===== src/rtl/board_io.sv =====
// board_io: board-side I/O port for the single-cycle CPU.
// Synchronises and debounces 24 slide switches onto io_rdata and latches
// io_wdata into a 24-bit LED register on each I/O write strobe.
// Optional seven-segment scanner compiled in with BOARD_IO_SEG7_EN.
module board_io #(
  parameter int DEBOUNCE_CYCLES = 20000,
  parameter int SCAN_CYCLES     = 100000
) (
  input  logic        clk,
  input  logic        rst,
  input  logic        io_read,
  input  logic        io_write,
  input  logic [23:0] io_wdata,
  output logic [23:0] io_rdata,
  input  logic [23:0] switch,
  output logic [23:0] led
`ifdef BOARD_IO_SEG7_EN
  ,
  output logic [5:0]  seg_an,
  output logic [7:0]  seg_cat
`endif
);

  localparam int CW = $clog2(DEBOUNCE_CYCLES);
  localparam logic [CW-1:0] CNT_LAST = CW'(DEBOUNCE_CYCLES - 1);

  logic [23:0]   s1_q, s2_q, cand_q, stable_q, led_q;
  logic [23:0]   cand_d, stable_d, led_d;
  logic [CW-1:0] cnt_q, cnt_d;

  // Debounce rules and LED write, in priority order
  always_comb begin
    cand_d   = cand_q;
    stable_d = stable_q;
    cnt_d    = cnt_q;
    if (s2_q != cand_q) begin
      cand_d = s2_q;
      cnt_d  = '0;
    end else if (cand_q != stable_q && cnt_q == CNT_LAST) begin
      stable_d = cand_q;
      cnt_d    = '0;
    end else if (cand_q != stable_q) begin
      cnt_d = cnt_q + 1'b1;
    end else begin
      cnt_d = '0;
    end
    led_d = io_write ? io_wdata : led_q;
  end

  // Synchroniser, debounce state and LED register
  always_ff @(posedge clk or posedge rst) begin
    if (rst) begin
      s1_q     <= '0;
      s2_q     <= '0;
      cand_q   <= '0;
      stable_q <= '0;
      cnt_q    <= '0;
      led_q    <= '0;
    end else begin
      s1_q     <= switch;
      s2_q     <= s1_q;
      cand_q   <= cand_d;
      stable_q <= stable_d;
      cnt_q    <= cnt_d;
      led_q    <= led_d;
    end
  end

  // Read gating is purely combinational; reads have no side effects
  always_comb begin
    io_rdata = io_read ? stable_q : '0;
    led      = led_q;
  end

`ifdef BOARD_IO_SEG7_EN
  localparam int SW = $clog2(SCAN_CYCLES);
  localparam logic [SW-1:0] SCAN_LAST = SW'(SCAN_CYCLES - 1);

  logic [SW-1:0] scan_cnt_q, scan_cnt_d;
  logic [2:0]    dig_q, dig_d;
  logic [23:0]   led_sh;
  logic [3:0]    nib;

  // Slot counter and digit index advance
  always_comb begin
    scan_cnt_d = scan_cnt_q + 1'b1;
    dig_d      = dig_q;
    if (scan_cnt_q == SCAN_LAST) begin
      scan_cnt_d = '0;
      dig_d      = (dig_q == 3'd5) ? 3'd0 : dig_q + 3'd1;
    end
  end

  // Scanner state
  always_ff @(posedge clk or posedge rst) begin
    if (rst) begin
      scan_cnt_q <= '0;
      dig_q      <= '0;
    end else begin
      scan_cnt_q <= scan_cnt_d;
      dig_q      <= dig_d;
    end
  end

  // Anode select and hex decode of the current nibble (dp off)
  always_comb begin
    led_sh = led_q >> {dig_q, 2'b00};
    nib    = led_sh[3:0];
    case (dig_q)
      3'd0:    seg_an = 6'b111110;
      3'd1:    seg_an = 6'b111101;
      3'd2:    seg_an = 6'b111011;
      3'd3:    seg_an = 6'b110111;
      3'd4:    seg_an = 6'b101111;
      3'd5:    seg_an = 6'b011111;
      default: seg_an = 6'b111111;
    endcase
    case (nib)
      4'h0: seg_cat = 8'hC0;
      4'h1: seg_cat = 8'hF9;
      4'h2: seg_cat = 8'hA4;
      4'h3: seg_cat = 8'hB0;
      4'h4: seg_cat = 8'h99;
      4'h5: seg_cat = 8'h92;
      4'h6: seg_cat = 8'h82;
      4'h7: seg_cat = 8'hF8;
      4'h8: seg_cat = 8'h80;
      4'h9: seg_cat = 8'h90;
      4'hA: seg_cat = 8'h88;
      4'hB: seg_cat = 8'h83;
      4'hC: seg_cat = 8'hC6;
      4'hD: seg_cat = 8'hA1;
      4'hE: seg_cat = 8'h86;
      default: seg_cat = 8'h8E;
    endcase
  end
`endif

endmodule


===== config.mk =====
export PLATFORM = sky130hd
export DESIGN_NAME = board_io
export DESIGN_NICKNAME = d
export VERILOG_FILES = /design/src/rtl/board_io.sv
export SDC_FILE = /design/constraint.sdc
export NUM_CORES = 1
export LEC_CHECK = 0
export BUFFER_PORTS_ARGS = -buffer_cell sky130_fd_sc_hd__clkbuf_2
export CAP_MARGIN = 20
export CORE_UTILIZATION = 39
export CTS_CLUSTER_SIZE = 24
export DETAILED_ROUTE_END_ITERATION = 12
export HOLD_SLACK_MARGIN = 0.08
export PLACE_DENSITY = 0.58
export SYNTH_ARGS = -nofsm -noshare
export SYNTH_HDL_FRONTEND = slang
export SYNTH_SLANG_ARGS = --single-unit
export TNS_END_PERCENT = 100

===== constraint.sdc =====
create_clock -name clk -period 3.8 [get_ports clk]
set_input_delay 0.38 -clock clk [delete_from_list [all_inputs] [get_ports clk]]
set_output_delay 0.38 -clock clk [all_outputs]
set_load 0.005 [all_outputs]

Word-level counts from Yosys, hierarchy flattened:

Index checks and enable logic that the tools add are counted.

* register bits after elaboration: 135
* bits of input ports: 52
* output and inout bits: 48
* logic and storage cells: 17

* $add $sub $neg: 1
* equal/unequal tests: 3
* mux-type cells: 4
* bitwise logic cells: 1
* reductions and logical operators: 2

Operators by type and width (count)
* $ne A24 B24 Y1: 2
* $mux W15: 3
* $mux W24: 1
* $add A15 B1 Y15 const B: 1
* $eq A15 B15 Y1 const B: 1
* $reduce_and A2 Y1: 1
* $logic_and A1 B1 Y1: 1
* $not A1 Y1: 1

Longest topological paths before layout:

Gate-level depths: netlist of the first run.

* depth after elaboration: 4
* gate-level depth with buffers: 6
* gate-level depth less buffers: 6

Worst setup path after synthesis of the first run:

No wires, ideal clock.

* kind: flip-flop to flip-flop
* start point: reg cand_q[11]
* end point: reg stable_q[0]
* setup time: 125 ps
* arrival: 1807 ps
* required time: 3675 ps
* slack: 1868 ps
* cell stages (with the launch flop): 7
* buffers on the path: 1
* clock period less this slack: 1932 ps
* cell sequence: dfrtp_1 -> xor2_1 -> nor4_1 -> nand4_1 -> o2111ai_4 -> buf_6 -> mux2_4

* longest elaborated chain between the ends: 3
* elaborated cells on any way between the ends: 5
* those cells by class: eq/ne: 2; bitwise: 1; reduce/logical: 2

Ends and longest elaborated chain
* from (decl): line 27 `logic [23:0] s1_q, s2_q, cand_q, stable_q, led_q;`
* from (signal assigned): line 62 `cand_q <= cand_d;`
* $ne A24 B24 Y1 (on tied branches): line 39, 36
* $logic_and A1 B1 Y1 / $not A1 Y1 (equally long branches)
* $reduce_and A2 Y1 (no line) (*)
* to (signal assigned): line 63 `stable_q <= stable_d;`
* to (decl): line 27

Mark *: on every way between the ends. The rest lies on a longest branch, timed or not.
A chain may end at the register's enable or synchronous reset.

Final worst setup path of the first run:

* start point: reg cand_q[18]
* end point: reg stable_q[20]

The elaborated chain is that of the path after synthesis.

==> impl_metrics.tcl, run 1 <==
set metrics [dict create \
    outcome "finished clean" \
    ys_seq_elements 135 \
    layout_common_cells "135 x dfrtp_1, 99 x clkbuf_2, 33 x xnor2_1" \
    path_cells "xor2_1 -> nor4_1 -> nand4_1 -> o2111ai_4 -> buf_4 -> mux2_2" \
    critPathLaunchType "register" \
    drv_cap 0 \
    initial_core_util_pct 40.5 \
    routed_wl_um 9340 \
    clk_pin_slew_ns 0.06 \
    rows 41 \
    dr.pass1.iters 4 \
    skew_ns 0.00849 \
    layout-drive-gt1-share_pct 38.4 \
    final_common_cell "dfrtp_1" \
    synth_area_per_cell_um2 14.4 \
    slowest_stage "o2111ai_4" \
    hold_class "in2reg" \
    grt_max_degree 70 \
    fin_tns_setup_ns 0 \
    grt_use_total_pct 15.0 \
    worstMarginPinSlew_ns 0.664 \
    power_leakage_nw 3.14 \
    vias 2973 \
    syn_inst 362 \
    routedWlPerCell_um 14.1 \
    setup_viol 0 \
    syn_nets 415 \
    ir_drop_v 0.000323 \
    netlist-cell-type-count 26 \
    rsz0062_at_grt "false" \
    grt_pass1_vias 3235 \
    drv_slew 0 \
    min_period_ns 2.53 \
    cts_resized 0 \
    dpl.hpwl_um 6310 \
    drt_iter0_markers 106 \
    power_frac_comb_pct 5.6 \
    finalPower_mw 3.23 \
    diodes 0 \
    route.detailed.drc 0 \
    layout.cells.non_filler 662 \
    multi_input_area_um2 1670 \
    path_max_fanout 15 \
    dieArea_um2 13800 \
    tritoncts "built" \
    ios 100 \
    seq_area_frac_synth_pct 65.0 \
    worst-setup-path-type "reg2reg" \
    fp.dieW_um 117 \
    sw_frac_of_total_pct 22.2 \
    hold_viol_final 0 \
    seqPwrFrac_pct 47.8 \
    cts_buffers 17 \
    via_per_inst 4.49 \
    cts_sinks 135 \
    htreeDepth 4 \
    grt_pass1_wl_um 15800 \
    synth_warnings 0 \
    power.density_nw_per_um2 489 \
    relSlewSlack_pct 55.4 \
    fill_cells 1124 \
    chipHeight_um 117 \
    synth_area_um2 5200 \
    p_int_mw 2.52 \
    gr-total-overflow 0 \
    synthToLayoutAreaGrowth_pct 27.4 \
    gp_congestion 0.715 \
    postRouteAntennaNets 0 \
    p_clk_share_pct 46.7 \
    core_area_um2 12800 \
    dp_cells 605 \
    slowest_delay_ns 0.48 \
    crit_arrival_ns 2.82 \
    clk_path_buf_depth 2 \
    clockRootBuffer "clkbuf_16" \
    io_buffers 99 \
    antenna_found_initial 0 \
    nets 530 \
    seq_area_um2 3380 \
    insertion_delay_ns 0.41 \
    crit_required_ns 4.10 \
    p_switching_mw 0.718 \
    end_kind "register" \
    timing.fmax_mhz 396 \
    post-route-period-util_pct 66.5 \
]
## path summary, 6_finish.rpt
kind,cells past startpoint,slack (ns),end,startpoint
setup / recovery,6,1.27,stable_q[20]$_DFFE_PP0P_,cand_q[18]$_DFFE_PP0N_
hold / removal,2,0.19,led[18]$_DFFE_PP0P_,io_wdata[18]
setup reg to reg,6,1.27,stable_q[20]$_DFFE_PP0P_,cand_q[18]$_DFFE_PP0N_
hold reg to reg,0,0.35,s2_q[23]$_DFF_PP0_,s1_q[23]$_DFF_PP0_
max in group asynchronous,4,2.33,stable_q[9]$_DFFE_PP0P_,rst
min in group asynchronous,3,0.59,led[18]$_DFFE_PP0P_,rst
## worst max-delay path: cells and delay by family, from the launching register on
family,cells,cell delay [ns]
AOI/OAI and AO/OA,1,0.48
buffers and inverters,1,0.40
DFF,1,0.41
and+or+nand+nor,2,0.56
xor gates and xnor gates,1,0.18
muxes,1,0.37
## routing by layer
metal | track usage, % | part of all wire, % | vias up
met2 | 21.5 | 44 | 79
met4 | 7.31 | 1.7 | 0
met3 | 5.11 | 4.8 | 11
met1 | 20.4 | 49 | 1450
met5 | 0 | 0 | -
li1 | - | - | 1433
## synth_stat cells, drive strengths merged
cell type	n	area, µm²
nor3	14	75.1
o211ai	1	7.51
xnor2	33	289
dfrtp	135	3380
nor2	8	30.0
and2	24	150
nor4bb	1	10.0
o2111ai	1	26.3
clkbuf	30	113
or4	1	11.3
nor4	7	58.8
xor2	28	245
and3	2	13.8
buf	3	27.5
nor3b	2	15.0
ha	1	12.5
mux2	48	616
nand2	5	18.8
nand3	7	35.0
inv	2	7.51
nand4	9	56.3
## cell type report
class | count | share of cell area, %
clock buffers | 20 | 6.75
clock inverters | 12 | 1.55
well taps | 172 | 3.25
inverters | 2 | 0.170
flip-flops and latches | 135 | 51.0
multi-input cells | 192 | 25.2
repair buffers | 129 | 12.0
## sequential cells by signal, summed over array words and instances (netlist names)
register / cells
s2_q: 24
led: 24
cand_q: 24
cnt_q: 15
stable_q: 24
s1_q: 24
## cells by family (layout without fill, tap and decap cells)
family	Yosys count	in the layout	synth area share, %
flip-flops	135	135	65.0
buffers and inverters	35	163	2.84
adder cells (fa/ha/maj)	1	1	0.241
multiplexers	48	48	11.8
XOR/XNOR	61	61	10.3
AO/OA/AOI/OAI	2	2	0.650
AND/OR/NAND/NOR	80	80	9.13
## per-stage QoR
stage / cell area (µm²) / setup slack [ns] / hold WS (ns) / util [%]
final: 6620 / 1.27 / 0.194 / 51.6
after CTS: 6610 / 1.21 / 0.0822 / 51.5
after detailed placement: 5820 / 1.23 / 0.335 / 45.4
after floorplan: 5200 / 1.74 / 0.331 / -
after global routing: 6620 / 1.10 / 0.180 / 51.6
after global placement: 5820 / 1.29 / 0.333 / 45.4
## power groups by stage
stage | sequential, mW | clock, mW | combinational [mW]
finish | 1.55 | 1.51 | 0.180
floorplan | 1.56 | 0 | 0.0944
global route | 1.55 | 1.62 | 0.201
global placement | 1.57 | 0 | 0.163
CTS | 1.55 | 1.54 | 0.185
detailed placement | 1.57 | 0 | 0.164
## timing repair
item,4_1_cts,5_1_grt
hold buffers,24,1
buffers inserted,0,0
setup endpoints to repair,0,0
hold endpoints to repair,51,1
No activity file was read; power rests on OpenSTA's default activity.
==> inputs of run 2 (changes only) <==
- PLACE_DENSITY: 0.58 -> 0.56
- clock period: 3.8 -> 2.48 ns (I/O delays scaled with it)
==> run 2 against run 1 <==
Net effect:
- count of clock-buffer cells in the layout is 2 lower
- first-iteration DRC count grew 27%
- sequential power increased by 53%
- critical path type unchanged
==> impl_metrics.tcl, run 2 (same netlist as run 1, synthesis figures left out) <==
set metrics [dict create \
    worstMarginPinSlew_ns 0.808 \
    drv_slew 0 \
    via_per_inst 4.56 \
    layout.cells.non_filler 690 \
    insertion_delay_ns 0.42 \
    outcome "finished clean" \
    critPathLaunchType "register" \
    setup_viol 0 \
    gr-total-overflow 0 \
    p_clk_share_pct 48.8 \
    p_switching_mw 1.14 \
    postRouteAntennaNets 0 \
    diodes 0 \
    relSlewSlack_pct 46.0 \
    tritoncts "built" \
    dp_cells 609 \
    min_period_ns 2.23 \
    grt_pass1_wl_um 17200 \
    core_area_um2 12800 \
    clockRootBuffer "clkbuf_16" \
    end_kind "register" \
    fill_cells 1100 \
    path_max_fanout 19 \
    worst-setup-path-type "reg2reg" \
    post-route-period-util_pct 89.7 \
    fin_tns_setup_ns 0 \
    grt_pass1_vias 3367 \
    layout_common_cells "135 x dfrtp_1, 99 x clkbuf_2, 49 x dlygate4sd3_1" \
    final_common_cell "dfrtp_1" \
    drv_cap 0 \
    dpl.hpwl_um 6410 \
    clk_pin_slew_ns 0.06 \
    timing.fmax_mhz 449 \
    drt_iter0_markers 135 \
    initial_core_util_pct 40.5 \
    grt_use_total_pct 16.2 \
    layout-drive-gt1-share_pct 37.5 \
    ios 100 \
    rows 41 \
    skew_ns 0.0113 \
    hold_class "reg2reg" \
    finalPower_mw 5.24 \
    cts_buffers 17 \
    slowest_delay_ns 0.42 \
    multi_input_area_um2 1670 \
    vias 3147 \
    nets 558 \
    routedWlPerCell_um 14.6 \
    ir_drop_v 0.000516 \
    power_leakage_nw 3.30 \
    finalCoreUtilization_pct 54.5 \
    crit_arrival_ns 2.52 \
    fp.dieW_um 117 \
    slowest_stage "dfrtp_1" \
    seq_area_um2 3380 \
    grt_max_degree 43 \
    dr.pass1.iters 3 \
    gp_congestion 0.667 \
    cts_resized 0 \
    hold_viol_final 0 \
    synthToLayoutAreaGrowth_pct 34.5 \
    clk_path_buf_depth 2 \
    path_cells "xor2_1 -> nor4_1 -> nand4_1 -> o2111ai_4 -> buf_12 -> mux2_2" \
    power.density_nw_per_um2 750 \
    power_frac_comb_pct 6.0 \
    sw_frac_of_total_pct 21.8 \
    chipHeight_um 117 \
    route.detailed.drc 0 \
    seqPwrFrac_pct 45.2 \
    antenna_found_initial 0 \
    htreeDepth 4 \
    rsz0062_at_grt "false" \
    p_int_mw 4.10 \
    routed_wl_um 10100 \
    cts_setup_buffers 0 \
    ctsHoldBuffers 49 \
    io_buffers 99 \
    cts_sinks 135 \
    crit_required_ns 2.77 \
    dieArea_um2 13800 \
]
[run 2: cell count changes in the layout (fill, tap and decap cells not counted)]
cell / previous run / this run
buf_12: 1 / 4
buf_4: 4 / 5
bufinv_16: 1 / 3
clkbuf_1: 2 / 0
clkinv_2: 6 / 3
clkinv_4: 3 / 4
clkinvlp_4: 2 / 3
dlygate4sd3_1: 25 / 49
inv_6: 1 / 2
[run 2: power groups by stage]
stage / Sequential (mW) / Combinational, mW / Clock, mW
after floorplan: 2.40 / 0.145 / 0
after global placement: 2.40 / 0.257 / 0
after detailed placement: 2.40 / 0.259 / 0
after CTS: 2.37 / 0.320 / 2.62
after global routing: 2.38 / 0.350 / 2.71
final: 2.37 / 0.316 / 2.55
[run 2: metrics by stage]
step                      hold WS [ns]  worst slack, ns  area, µm²
after floorplan                  0.279            0.548       5200
after CTS                        0.345            0.246       6990
after global routing             0.349            0.163       6990
final                            0.342            0.255       6990
after detailed placement         0.336            0.267       5890
after global placement           0.332            0.289       5890
[run 2: per-layer routing]
layer	GRT usage, %	vias up	wire length (µm)	share of wire, %
met5	0	-	0	0
met4	7.63	0	176	1.7
met3	5.40	14	485	4.8
met2	24.4	89	4630	46
met1	21.2	1561	4770	47
li1	-	1483	-	-
[run 2: area by class of cell]
class	count	share of cell area, %
clock buffer	18	6.28
clock inverter	14	2.47
inverter	2	0.161
multi-input combinational	192	23.9
sequential	135	48.3
tap	172	3.08
timing repair buffer	157	15.8
[run 2: critical path, delay by kind of cell, from the launching register on]
kind	cells	cell delay (ns)
xor+xnor	1	0.17
buf+inv	1	0.23
simple gates	2	0.64
mux	1	0.36
compound gates	1	0.27
flops	1	0.42
[run 2: worst paths after layout]
kind / startpoint / end / slack [ns] / depth (start not counted)
min in group asynchronous: rst / cnt_q[7]$_DFF_PP0_ / 0.52 / 3
min: s1_q[14]$_DFF_PP0_ / s2_q[14]$_DFF_PP0_ / 0.34 / 0
max reg2reg: cand_q[22]$_DFFE_PP0N_ / stable_q[21]$_DFFE_PP0P_ / 0.25 / 6
max: cand_q[22]$_DFFE_PP0N_ / stable_q[21]$_DFFE_PP0P_ / 0.25 / 6
min reg2reg: s1_q[14]$_DFF_PP0_ / s2_q[14]$_DFF_PP0_ / 0.34 / 0
max in group asynchronous: rst / s1_q[14]$_DFF_PP0_ / 1.30 / 4
==> inputs of run 3 (changes only) <==
- GPL_TIMING_DRIVEN: unset -> 0
==> run 3 against run 2 <==
Net effect:
- sequential share of layout area unchanged
- via count grew 0.79%
- global-route usage fell by 0.13 points
- register-to-register slack got worse by 0.08 ns
- non-clock buffer count is 26 higher
- count of clock-buffer cells in the layout grew 8
- sequential power hardly changed
- core utilization stayed put
- critical path type unchanged
- largest cell class unchanged
==> impl_metrics.tcl, run 3 (same netlist as run 1, synthesis figures left out) <==
set metrics [dict create \
    outcome "finished clean" \
    power.density_nw_per_um2 713 \
    relSlewSlack_pct 61.6 \
    via_per_inst 4.44 \
    drv_cap 0 \
    worstMarginPinSlew_ns 0.576 \
    final_common_cell "dfrtp_1" \
    rsz0062_at_grt "false" \
    tritoncts "built" \
    gr-total-overflow 0 \
    setup_viol 0 \
    route.detailed.drc 0 \
    power_leakage_nw 3.27 \
    cts_resized 0 \
    vias 3172 \
    ctsHoldBuffers 49 \
    slowest_delay_ns 0.52 \
    path_max_fanout 10 \
    layout_common_cells "135 x dfrtp_1, 98 x clkbuf_2, 49 x dlygate4sd3_1" \
    clockRootBuffer "clkbuf_16" \
    min_period_ns 2.31 \
    postRouteAntennaNets 0 \
    ir_drop_v 0.000530 \
    grt_use_total_pct 16.1 \
    crit_arrival_ns 2.57 \
    crit_family "simple AND/OR/NAND/NOR gates" \
    routedWlPerCell_um 14.1 \
    core_area_um2 12800 \
    hold_class "in2reg" \
    path_cells "xor2_1 -> nor4_1 -> nand4_1 -> o211ai_1 -> buf_2 -> nor3_1" \
    drv_slew 0 \
    clk_path_buf_depth 2 \
    fp.dieW_um 117 \
    whs_ns 0.273 \
    post-route-period-util_pct 93.0 \
    dieArea_um2 13800 \
    cts_sinks 135 \
    slowest_stage "o211ai_1" \
    initial_core_util_pct 40.5 \
    cts_setup_buffers 0 \
    dp_slack_ns 0.191 \
    grt_max_degree 43 \
    diodes 0 \
    synthToLayoutAreaGrowth_pct 34.5 \
    grt_pass1_wl_um 16900 \
    skew_ns 0.00525 \
    cts_buffers 17 \
    timing.fmax_mhz 433 \
    insertion_delay_ns 0.41 \
    dr.pass1.iters 4 \
    ios 100 \
    htreeDepth 4 \
    hold_viol_final 0 \
    grt_pass1_vias 3441 \
    gp_congestion 0.760 \
    end_kind "register" \
    layout.cells.non_filler 714 \
    fin_tns_setup_ns 0 \
    critPathLaunchType "register" \
    finalPower_mw 4.98 \
    routed_wl_um 10000 \
    setup_ws_ns 0.173 \
    rows 41 \
    crit_required_ns 2.75 \
    dpl.hpwl_um 6770 \
    clk_pin_slew_ns 0.06 \
    crit_buf_inv 1 \
    dp_cells 635 \
    io_buffers 98 \
    worst-setup-path-type "reg2reg" \
    drt_iter0_markers 102 \
    nets 584 \
    layout-drive-gt1-share_pct 33.6 \
    antenna_found_initial 0 \
    chipHeight_um 117 \
]
==> run 3: cell count changes in the layout (fill, tap and decap cells not counted), sizes merged <==
cell,previous run,this run
clkbuf,117,154
clkinv,7,3
buf,9,6
bufinv,3,1
clkinvlp,3,1
inv,3,1
==> run 3: power by group <==
part / total [mW] / switching (mW) / leakage [nW] / internal, mW
clock network: 2.28 / 0.842 / 0.264 / 1.44
logic: 0.330 / 0.137 / 1.35 / 0.193
registers: 2.37 / 0.0640 / 1.66 / 2.30
total: 4.98 / 1.04 / 3.27 / 3.94
==> run 3: stage by stage <==
stage          area [µm²]  util (%)
3_3_place_gp         5910      46.0
2_1_floorplan        5200         -
3_5_place_dp         5970      46.5
4_1_cts              6990      54.5
6_report             6990      54.5
5_1_grt              6990      54.5
==> run 3: cell type report <==
class                   instances  area, µm²
fillers                      1085       5830
inverters                       2       11.3
plain buffers                  33        140
clock buffers                  26        489
repair buffers                150       1040
well taps                     172        215
flip-flops and latches        135       3380
clock inverters                 4       45.0
multi-input cells             192       1670
==> run 3: metal layers <==
metal,GRT usage (%),up-vias,part of all wire (%)
met2,24.2,83,46
li1,-,1535,-
met5,0,-,0
met3,4.86,15,4.9
met4,7.55,0,1.8
met1,21.3,1539,48
==> run 3: worst paths after layout <==
kind,from,to,slack (ns),cells after the start
min in group asynchronous,rst,led[14]$_DFFE_PP0P_,0.43,3
max reg2reg,cand_q[18]$_DFFE_PP0N_,cnt_q[13]$_DFF_PP0_,0.17,6
min reg2reg,s1_q[13]$_DFF_PP0_,s2_q[13]$_DFF_PP0_,0.35,0
max in group asynchronous,rst,cand_q[1]$_DFFE_PP0N_,1.21,5
max,cand_q[18]$_DFFE_PP0N_,cnt_q[13]$_DFF_PP0_,0.17,6
min,io_write,led[19]$_DFFE_PP0P_,0.27,2
